`config.mk`:
```
export PLATFORM = sky130hd
export DESIGN_NAME = ssd_score_scanner
export DESIGN_NICKNAME = d
export VERILOG_FILES = /design/src/rtl/ssd_pkg.sv /design/src/rtl/bin2bcd_seq.sv /design/src/rtl/ssd_score_scanner.sv
export SDC_FILE = /design/constraint.sdc
export NUM_CORES = 1
export LEC_CHECK = 0
export ABC_AREA = 1
export BUFFER_PORTS_ARGS = -buffer_cell sky130_fd_sc_hd__buf_2
export CAP_MARGIN = 30
export CORE_UTILIZATION = 35
export CTS_BUF_LIST = sky130_fd_sc_hd__clkbuf_8
export CTS_CLUSTER_SIZE = 10
export DETAILED_ROUTE_END_ITERATION = 16
export GPL_TIMING_DRIVEN = 0
export PLACE_DENSITY = 0.6
export SYNTH_ARGS = -nofsm -noshare
export SYNTH_HDL_FRONTEND = slang
export SYNTH_HIERARCHICAL = 1
export SYNTH_SLANG_ARGS = --single-unit
```
`constraint.sdc`:
```
create_clock -name clk_100MHz -period 1.9 [get_ports clk_100MHz]
set_input_delay 0.38 -clock clk_100MHz [delete_from_list [all_inputs] [get_ports clk_100MHz]]
set_output_delay 0.38 -clock clk_100MHz [all_outputs]
set_load 0.01 [all_outputs]
```
`src/rtl/ssd_pkg.sv`:
```
// Shared types, segment patterns and elaboration helpers
// for the seven-segment score display engine.
package ssd_pkg;

    // Active-low cathode patterns, bit order {a,b,c,d,e,f,g}.
    localparam logic [6:0] SEG_BLANK = 7'b1111111;
    localparam logic [6:0] SEG_DASH  = 7'b1111110;
    localparam logic [6:0] SEG_0     = 7'b0000001;
    localparam logic [6:0] SEG_1     = 7'b1001111;
    localparam logic [6:0] SEG_2     = 7'b0010010;
    localparam logic [6:0] SEG_3     = 7'b0000110;
    localparam logic [6:0] SEG_4     = 7'b1001100;
    localparam logic [6:0] SEG_5     = 7'b0100100;
    localparam logic [6:0] SEG_6     = 7'b0100000;
    localparam logic [6:0] SEG_7     = 7'b0001111;
    localparam logic [6:0] SEG_8     = 7'b0000000;
    localparam logic [6:0] SEG_9     = 7'b0000100;

    typedef enum logic [1:0] {
        IDLE  = 2'd0,
        SHIFT = 2'd1,
        LOAD  = 2'd2
    } conv_state_e;

    function automatic logic [63:0] pow10_m1(input int n);
        logic [63:0] p;
        p = 64'd1;
        for (int i = 0; i < n; i++) begin
            p = p * 64'd10;
        end
        return p - 64'd1;
    endfunction

    function automatic logic [6:0] seg_decode(input logic [3:0] d);
        logic [6:0] s;
        case (d)
            4'd0:    s = SEG_0;
            4'd1:    s = SEG_1;
            4'd2:    s = SEG_2;
            4'd3:    s = SEG_3;
            4'd4:    s = SEG_4;
            4'd5:    s = SEG_5;
            4'd6:    s = SEG_6;
            4'd7:    s = SEG_7;
            4'd8:    s = SEG_8;
            4'd9:    s = SEG_9;
            default: s = SEG_BLANK;
        endcase
        return s;
    endfunction

endpackage

```
`src/rtl/bin2bcd_seq.sv`:
```
// Sequential double-dabble converter with a one-deep,
// latest-wins pending slot for strobes arriving while busy.
module bin2bcd_seq
    import ssd_pkg::*;
#(
    parameter int SCORE_WIDTH = 10,
    parameter int NUM_DIGITS  = 4
) (
    input  logic                    clk,
    input  logic                    rst_n,
    input  logic [SCORE_WIDTH-1:0]  score_i,
    input  logic                    score_valid_i,
    output logic                    busy_o,
    output logic                    load_o,
    output logic [4*NUM_DIGITS-1:0] bcd_o,
    output logic                    ovf_o
);

    localparam int BW = 4 * NUM_DIGITS;
    localparam int CW = (SCORE_WIDTH > 1) ? $clog2(SCORE_WIDTH) : 1;
    localparam logic [63:0] MAXV = pow10_m1(NUM_DIGITS);

    conv_state_e            state_q;
    logic [SCORE_WIDTH-1:0] sh_q;
    logic [BW-1:0]          bcd_q;
    logic [CW-1:0]          cnt_q;
    logic                   ovf_q;
    logic                   pend_vld_q;
    logic [SCORE_WIDTH-1:0] pend_q;

    logic [BW-1:0]          adj_d;
    logic [SCORE_WIDTH-1:0] start_d;
    logic                   start_ovf_d;

    always_comb begin
        adj_d = bcd_q;
        for (int i = 0; i < NUM_DIGITS; i++) begin
            if (bcd_q[4*i +: 4] >= 4'd5) begin
                adj_d[4*i +: 4] = bcd_q[4*i +: 4] + 4'd3;
            end
        end
    end

    // A strobe in the LOAD cycle is newer than anything pending.
    always_comb begin
        start_d = score_i;
        if (state_q == LOAD && !score_valid_i) begin
            start_d = pend_q;
        end
        start_ovf_d = (64'(start_d) > MAXV);
    end

    always_ff @(posedge clk or negedge rst_n) begin
        if (!rst_n) begin
            state_q    <= IDLE;
            sh_q       <= '0;
            bcd_q      <= '0;
            cnt_q      <= '0;
            ovf_q      <= 1'b0;
            pend_vld_q <= 1'b0;
            pend_q     <= '0;
        end else begin
            unique case (state_q)
                IDLE: begin
                    if (score_valid_i) begin
                        sh_q    <= start_d;
                        bcd_q   <= '0;
                        cnt_q   <= CW'(SCORE_WIDTH - 1);
                        ovf_q   <= start_ovf_d;
                        state_q <= SHIFT;
                    end
                end
                SHIFT: begin
                    bcd_q <= {adj_d[BW-2:0], sh_q[SCORE_WIDTH-1]};
                    sh_q  <= sh_q << 1;
                    if (cnt_q == '0) begin
                        state_q <= LOAD;
                    end else begin
                        cnt_q <= cnt_q - 1'b1;
                    end
                    if (score_valid_i) begin
                        pend_vld_q <= 1'b1;
                        pend_q     <= score_i;
                    end
                end
                LOAD: begin
                    if (score_valid_i || pend_vld_q) begin
                        sh_q       <= start_d;
                        bcd_q      <= '0;
                        cnt_q      <= CW'(SCORE_WIDTH - 1);
                        ovf_q      <= start_ovf_d;
                        pend_vld_q <= 1'b0;
                        state_q    <= SHIFT;
                    end else begin
                        state_q <= IDLE;
                    end
                end
                default: state_q <= IDLE;
            endcase
        end
    end

    assign busy_o = (state_q != IDLE);
    assign load_o = (state_q == LOAD);
    assign bcd_o  = bcd_q;
    assign ovf_o  = ovf_q;

endmodule

```
`src/rtl/ssd_score_scanner.sv`:
```
// Score display engine: BCD conversion, display register and
// multiplexed active-low digit scan with blanking and overflow.
module ssd_score_scanner
    import ssd_pkg::*;
#(
    parameter int SCORE_WIDTH   = 10,
    parameter int NUM_DIGITS    = 4,
    parameter int SCAN_DIV_BITS = 18
) (
    input  logic                   clk_100MHz,
    input  logic                   reset_n,
    input  logic [SCORE_WIDTH-1:0] score,
    input  logic                   score_valid,
    input  logic                   blank_lz,
    input  logic [NUM_DIGITS-1:0]  dp_mask,
    output logic                   busy,
    output logic [NUM_DIGITS-1:0]  an,
    output logic [6:0]             seg,
    output logic                   dp
);

    localparam int BW   = 4 * NUM_DIGITS;
    localparam int IDXW = (NUM_DIGITS > 1) ? $clog2(NUM_DIGITS) : 1;
    localparam logic [NUM_DIGITS-1:0] ONE = NUM_DIGITS'(1);

    logic [BW-1:0]            conv_bcd;
    logic                     conv_ovf;
    logic                     conv_load;

    logic [BW-1:0]            disp_q;
    logic                     disp_ovf_q;
    logic [SCAN_DIV_BITS-1:0] presc_q;
    logic [IDXW-1:0]          idx_q;
    logic [NUM_DIGITS-1:0]    an_q;
    logic [6:0]               seg_q;
    logic                     dp_q;

    logic [IDXW-1:0]          idx_d;
    logic [NUM_DIGITS-1:0]    an_d;
    logic [6:0]               seg_d;
    logic                     dp_d;
    logic [NUM_DIGITS-1:0]    zero_above;
    logic                     run;
    logic [3:0]               digit;
    logic                     blank;

    bin2bcd_seq #(
        .SCORE_WIDTH (SCORE_WIDTH),
        .NUM_DIGITS  (NUM_DIGITS)
    ) u_conv (
        .clk           (clk_100MHz),
        .rst_n         (reset_n),
        .score_i       (score),
        .score_valid_i (score_valid),
        .busy_o        (busy),
        .load_o        (conv_load),
        .bcd_o         (conv_bcd),
        .ovf_o         (conv_ovf)
    );

    // zero_above[i]: digits i..NUM_DIGITS-1 are all zero.
    always_comb begin
        zero_above = '0;
        run        = 1'b1;
        for (int i = NUM_DIGITS - 1; i >= 0; i--) begin
            run           = run & (disp_q[4*i +: 4] == 4'd0);
            zero_above[i] = run;
        end
    end

    always_comb begin
        digit = disp_q[4*idx_q +: 4];
        blank = blank_lz && (idx_q != '0) && zero_above[idx_q];
        if (disp_ovf_q) begin
            seg_d = SEG_DASH;
        end else if (blank) begin
            seg_d = SEG_BLANK;
        end else begin
            seg_d = seg_decode(digit);
        end
        an_d  = ~(ONE << idx_q);
        dp_d  = ~dp_mask[idx_q];
        idx_d = (idx_q == IDXW'(NUM_DIGITS - 1)) ? '0 : idx_q + 1'b1;
    end

    always_ff @(posedge clk_100MHz or negedge reset_n) begin
        if (!reset_n) begin
            disp_q     <= '0;
            disp_ovf_q <= 1'b0;
            presc_q    <= '0;
            idx_q      <= '0;
            an_q       <= '1;
            seg_q      <= SEG_BLANK;
            dp_q       <= 1'b1;
        end else begin
            presc_q <= presc_q + 1'b1;
            if (&presc_q) begin
                idx_q <= idx_d;
            end
            if (conv_load) begin
                disp_q     <= conv_bcd;
                disp_ovf_q <= conv_ovf;
            end
            an_q  <= an_d;
            seg_q <= seg_d;
            dp_q  <= dp_d;
        end
    end

    assign an  = an_q;
    assign seg = seg_q;
    assign dp  = dp_q;

endmodule

```
Word level (Yosys, flattened, before mapping)
Memories as Yosys holds them, arrays and structs flattened.
Cells that the tools add are included.
{ "word_totals": {"out_inout_bits": 13, "memories": 1, "romBits": 112, "reg_bits": 93, "inputBits": 18, "word_cells": 96} }
{ "op_classes": {"magnitude_cmp": 5, "n_mux": 31, "eq_ne": 8, "shifts": 2, "bitwise": 5, "n_addsub": 7, "n_reduce_logical": 23} }
{ "mem_list": {"columns": ["name", "depth", "width", "read_ports", "rd_ports_with_merged_regs", "write_ports", "line", "rtl"], "rows": [
  ["(no name shown)", 16, 7, 1, 0, 0, "ssd_pkg.sv:36", "case (d)"]
]} }
{ "ops": {"columns": ["op", "count"], "rows": [
  ["case mux 16 bit (3 select lines)", 1],
  ["2-to-1 mux 16 bit", 2],
  ["2-to-1 mux 10 bit", 3],
  ["case mux 10 bit (3 select lines)", 1],
  ["2-to-1 mux 4 bit", 6],
  ["zero test 4 bit", 5],
  ["adder 18 x 1 -> 18 bit, second input constant", 1],
  ["AND reduction 18 bit", 1],
  ["greater-or-equal comparator 4 x 3 -> 1 bit, second input constant", 4],
  ["indexed part select 16 x 5 -> 4 bit", 1],
  ["2-to-1 mux 7 bit", 2],
  ["adder 4 x 2 -> 4 bit, second input constant", 3],
  ["case mux 4 bit (3 select lines)", 1],
  ["AND reduction 3 bit", 3],
  ["nonzero test 2 bit", 4],
  ["2-to-1 mux 1 bit", 6],
  ["2-to-1 mux 2 bit", 3],
  ["!= test 2 bit, second input constant", 3],
  ["case mux 2 bit (3 select lines)", 1],
  ["binary-select mux 1 bit (select 2 bit)", 2],
  ["equality test 2 bit, second input constant", 2],
  ["!= test 2 x 1 -> 1 bit, second input constant", 2],
  ["NOT 4 bit", 1],
  ["case mux 1 bit (2 select lines)", 2],
  ["other kinds (16)", 21]
]} }

Depth between registers and ports, before layout
{ "logic_depth": {"ltp_word": 9, "ltp_mapped": 11, "depth_no_buf": 10} }

Hierarchy
Netlist, hierarchy kept.
{ "modules_own_cells": {"columns": ["mod", "cells_per_inst", "area_each_um2", "seq_area_each_um2", "n_inst"], "rows": [
  ["ssd_score_scanner", 270, 2448.6, 1241.2, 1],
  ["bin2bcd_seq", 303, 2358.5, 1076.0, 1]
]} }

Worst setup path before layout
No wires, ideal clock.
{ "synth_timing": {"path_type": "reg-to-reg", "startpoint": "reg idx_q[0]", "endpoint": "reg seg_q[1], in the netlist seg[1]", "arrival_time_ps": 1472, "stages_incl_launch_ff": 11, "period_less_slack_ps": 1562, "path_slack_ps": 338, "required_time_ps": 1810, "n_path_buf": 1, "setup_ps": 90, "cell_sequence": "dfrtp_1 inv_2 buf_6 nand2_1 nand3_1 nand2_1 inv_1 ha_1 nand3b_1 nand3_1 nand4_1"} }
{ "synth_via": {"elab_chain_len": 5, "elab_cells_between_ends": 9, "classes_between": "shift (1); mux (4); reduce/logical (3); memory (1)"} }
{ "synth_rtl": {"columns": ["item", "line", "rtl"], "rows": [
  ["start: declaration", "ssd_score_scanner.sv:33", "logic [IDXW-1:0] idx_q;"],
  ["start signal: assignment", "ssd_score_scanner.sv:98", "idx_q <= idx_d;"],
  ["branches (longest 3 deep; another with memory (16 x 7 bit))", null, null],
  ["2-to-1 mux 7 bit (*)", "ssd_score_scanner.sv:76", "end else if (blank) begin"],
  ["2-to-1 mux 7 bit (*)", "ssd_score_scanner.sv:74", "if (disp_ovf_q) begin"],
  ["net seg_d[1]", "ssd_score_scanner.sv:40", "logic [6:0] seg_d;"],
  ["end signal: assignment", "ssd_score_scanner.sv:105", "seg_q <= seg_d;"],
  ["end: declaration", "ssd_score_scanner.sv:35", "logic [6:0] seg_q;"]
]} }
Mark *: on every way through the listed nets, which the timed path passes. The select of a mux whose other input is x is not followed.
A chain may end at the register's enable or synchronous reset.

Worst setup path in the final report
{ "layout_timing": {"startpoint": "reg idx_q[1]", "endpoint": "reg seg_q[1], in the netlist seg[1]"} }
Same word-level chain as after synthesis.

==> key figures <==
Power
  – Logic gate share of total power: 41.2%
  – Sequential power share: 42.4%
  – Switching share of power: 40.9%
  – Static Leak: 2.72 nW
  – Clock Power Share: 16.4%
  – Switching power of the nets: 3.02 mW
  – Pwr per Cell Area: 1370 nW/µm²
  – Total power: 7.39 mW
  – Maximum VDD drop: 0.596 mV
  – Int Power: 4.37 mW

Placement
  – IO Port Bufs: 30
  – HPWL after detailed placement: 6700 µm
  – DP Area: 5210 µm²
  – Placed Cells: 780
  – GPL Wtd Cong: 0.813

Worst setup path
  – Setup CP Type: reg2reg
  – CP required: 2.17 ns
  – Most used cell along the critical path: nand3_1
  – CP cell instances: buf_2 -> inv_2 -> nand3_1 -> nand2_2 -> inv_1 -> ha_1 -> nand3b_1 -> nand3_1 -> nand4_1
  – Startpoint Class: register
  – Critical Path Source: idx_q[1]
  – Worst Path Max Fanout: 10
  – Max incr delay on CP: 0.41 ns
  – Crit. End Element: register
  – CP arrival: 1.99 ns
  – Worst flop-to-flop path startpoint: idx_q[1]
  – Slowest cell on crit path: dfrtp_1

Route
  – Routed len/inst: 11.5 µm
  – 1st-iter DRT viols: 291
  – Routed vias: 3648
  – DR DRC count: 0
  – Detailed Route WL: 9190 µm
  – DR pass1 iterations: 4
  – Vias per cell: 4.58
  – Post-route ant nets: 0

Clocking
  – Clk_lat worst skew: 0.36 ns
  – H-tree levels: 3
  – CTS buffer count: 9
  – CTS clock-pin slew for the worst setup and hold paths: 0.09 ns
  – TritonCTS clock tree: yes
  – Clk sinks: 92
  – Clock buffer depth: 2
  – CTS Root Cell: clkbuf_8

Layout
  – Most common cell after layout, fill and taps aside: nand2_1
  – Post-route non-filler standard cell count: 797
  – Final Cell Area: 5400 µm²
  – Layout cell share with drive strength beyond 1: 17.7%
  – Util after Layout: 40.6%
  – Fillers: 1379
  – Nets@finish: 655
  – Seq. cell area: 2320 µm²
  – Area growth syn-to-layout: 12.3%
  – Area of the multi-input gates: 2080 µm²
  – # diodes: 0
  – Commonest non-fill, non-tap cells in the layout: nand2_1 (170), dfrtp_1 (79), inv_1 (68)

Die
  – Die width: 119 µm
  – Core area: 13300 µm²
  – Vert. Die Dim: 119 µm
  – Core Rows: 42
  – IO Count: 31
  – Die Area: 14200 µm²
  – Initial Util: 36.2%

STA
  – Post-Route Skew: 0.00931 ns
  – Min Tclk post-route: 1.72 ns
  – Final hold violations: 0
  – RSZ-0062 raised after global routing: no
  – # setup viols final: 0
  – Post-route clock period utilization: 90.4%
  – Fmax: 0.582 GHz
  – Slew Viols, Final: 0

Logic synthesis
  – Synthesized Nets: 612
  – Netlist Area Pre-Place: 4810 µm²
  – YS warnings: 6
  – Yosys reg bits: 92
  – Syn avg cell area: 8.39 µm²
  – Gate Count Post-Synth: 573
  – Cell variety after synth: 34
  – Seq/Total Area, Yosys: 48.2%

GRT
  – Largest net degree at the start of global routing: 71
  – GRT Util Overall: 14.4%
  – Grt ovf: 0
  – Initial antenna violation count: 0
  – First-pass GRT wire length: 16500 µm
  – Vias in the first global route: 3635

Worst hold path
  – Min-delay worst type: in2reg
  – Hold wc startpoint: score[0]

Status
  – Outcome: completed

Job
  – Number of max-cap violations: 0
[worst max-delay path, delay by kind of cell (launching register included)]
| family | cells | cell delay, ns |
|---|---|---|
| flops | 1 | 0.41 |
| fa+ha+maj | 1 | 0.19 |
| simple gates | 5 | 0.60 |
| buf+inv | 3 | 0.44 |
[worst paths after layout]
kind | end | slack [ns] | depth (start not counted)
worst max register to register | seg[1] | 0.18 | 9
worst min register to register | seg[0] | 0.40 | 1
min in group asynchronous | presc_q[15] | 0.45 | 2
max in group asynchronous | disp_ovf_q | 0.80 | 3
worst max-delay path | seg[1] | 0.18 | 9
worst min-delay path | u_conv/pend_q[0] | 0.27 | 3
[logic make-up (layout without fill, tap and decap cells)]
family / Yosys count / after routing / share of synthesized area [%]
and+or+nand+nor: 298 / 298 / 27.7
muxes: 8 / 8 / 1.87
xor gates and xnor gates: 16 / 16 / 2.92
other: 1 / 1 / 0.0780
adders and majority gates: 21 / 21 / 5.47
buffers and inverters: 90 / 138 / 8.56
AOI/OAI and AO/OA: 47 / 47 / 5.21
DFF: 92 / 92 / 48.2
[cell usage after synthesis]
master | number | area share [%]
o21ai_1 | 4 | 0.42
inv_6 | 2 | 0.36
nor2_1 | 30 | 2.3
o22ai_1 | 3 | 0.39
nand2_2 | 8 | 1.0
o211ai_1 | 1 | 0.16
dfrtp_1 | 80 | 42
xor2_1 | 10 | 1.8
conb_1 | 1 | 0.078
nor2_2 | 2 | 0.26
buf_8 | 1 | 0.31
inv_1 | 67 | 5.2
a21oi_1 | 5 | 0.52
ha_1 | 21 | 5.5
a21oi_2 | 1 | 0.18
mux2_2 | 8 | 1.9
nand3b_1 | 3 | 0.47
nand4_1 | 11 | 1.4
buf_4 | 5 | 0.78
buf_2 | 3 | 0.31
nand2_4 | 5 | 1.2
or2_2 | 1 | 0.13
a32o_1 | 1 | 0.21
nand2_1 | 171 | 13
buf_1 | 1 | 0.078
nand3_1 | 59 | 6.1
nand3_2 | 2 | 0.42
inv_2 | 7 | 0.55
nor3_1 | 5 | 0.52
buf_6 | 4 | 0.94
o21ai_0 | 32 | 3.3
xnor2_1 | 6 | 1.1
nand2_8 | 1 | 0.42
dfstp_2 | 12 | 6.6
[flip-flops by register name, indices dropped and copies added, names as in the netlist]
signal	flops
an	4
idx_q	2
seg	7
disp_q	16
u_conv/pend_vld_q	1
u_conv/sh_q	10
dp	1
u_conv/bcd_o	16
u_conv/pend_q	10
u_conv/cnt_q	4
disp_ovf_q	1
presc_q	18
u_conv/state_q	2
[what timing repair did]
action                     CTS  global route
resized for setup            0             2
hold endpoints to repair    10             0
setup endpoints to repair    0             7
setup buffers                0             0
hold buffers                 1             0
[stage by stage]
step / setup slack [ns] / hold WS [ns] / TNS, ns
after floorplan: 0.338 / 0.0844 / 0
after global placement: -0.448 / 0.385 / -35.19
after detailed placement: 0.0304 / 0.301 / 0
after CTS: 0.0131 / 0.244 / 0
after global routing: 0.0248 / 0.254 / 0
final: 0.182 / 0.275 / 0
[power groups by stage]
| stage | Clock [mW] | Sequential (mW) | Combinational (mW) |
|---|---|---|---|
| 6_report | 1.21 | 3.14 | 3.04 |
| 3_3_place_gp | 0 | 3.16 | 2.95 |
| 3_5_place_dp | 0 | 3.18 | 3.07 |
| 5_1_grt | 1.36 | 3.24 | 3.54 |
| 2_1_floorplan | 0 | 3.07 | 2.37 |
| 4_1_cts | 1.28 | 3.14 | 3.08 |
[layer usage]
layer,global-route usage [%],routed length [µm],share of wire [%]
met2,24.5,4420,48
met4,4.75,96,1.0
met5,0,0,0
met1,17.8,4360,47
met3,3.40,316,3.4
[layout make-up]
class / count / share of cell area (%)
inverter: 76 / 5.47
buffer: 14 / 2.15
tap: 176 / 4.08
sequential: 92 / 42.9
multi-input combinational: 391 / 38.5
timing repair buffer: 32 / 3.52
clock inverter: 6 / 0.765
clock buffer: 10 / 2.55
No activity file was read; power rests on OpenSTA's default activity.
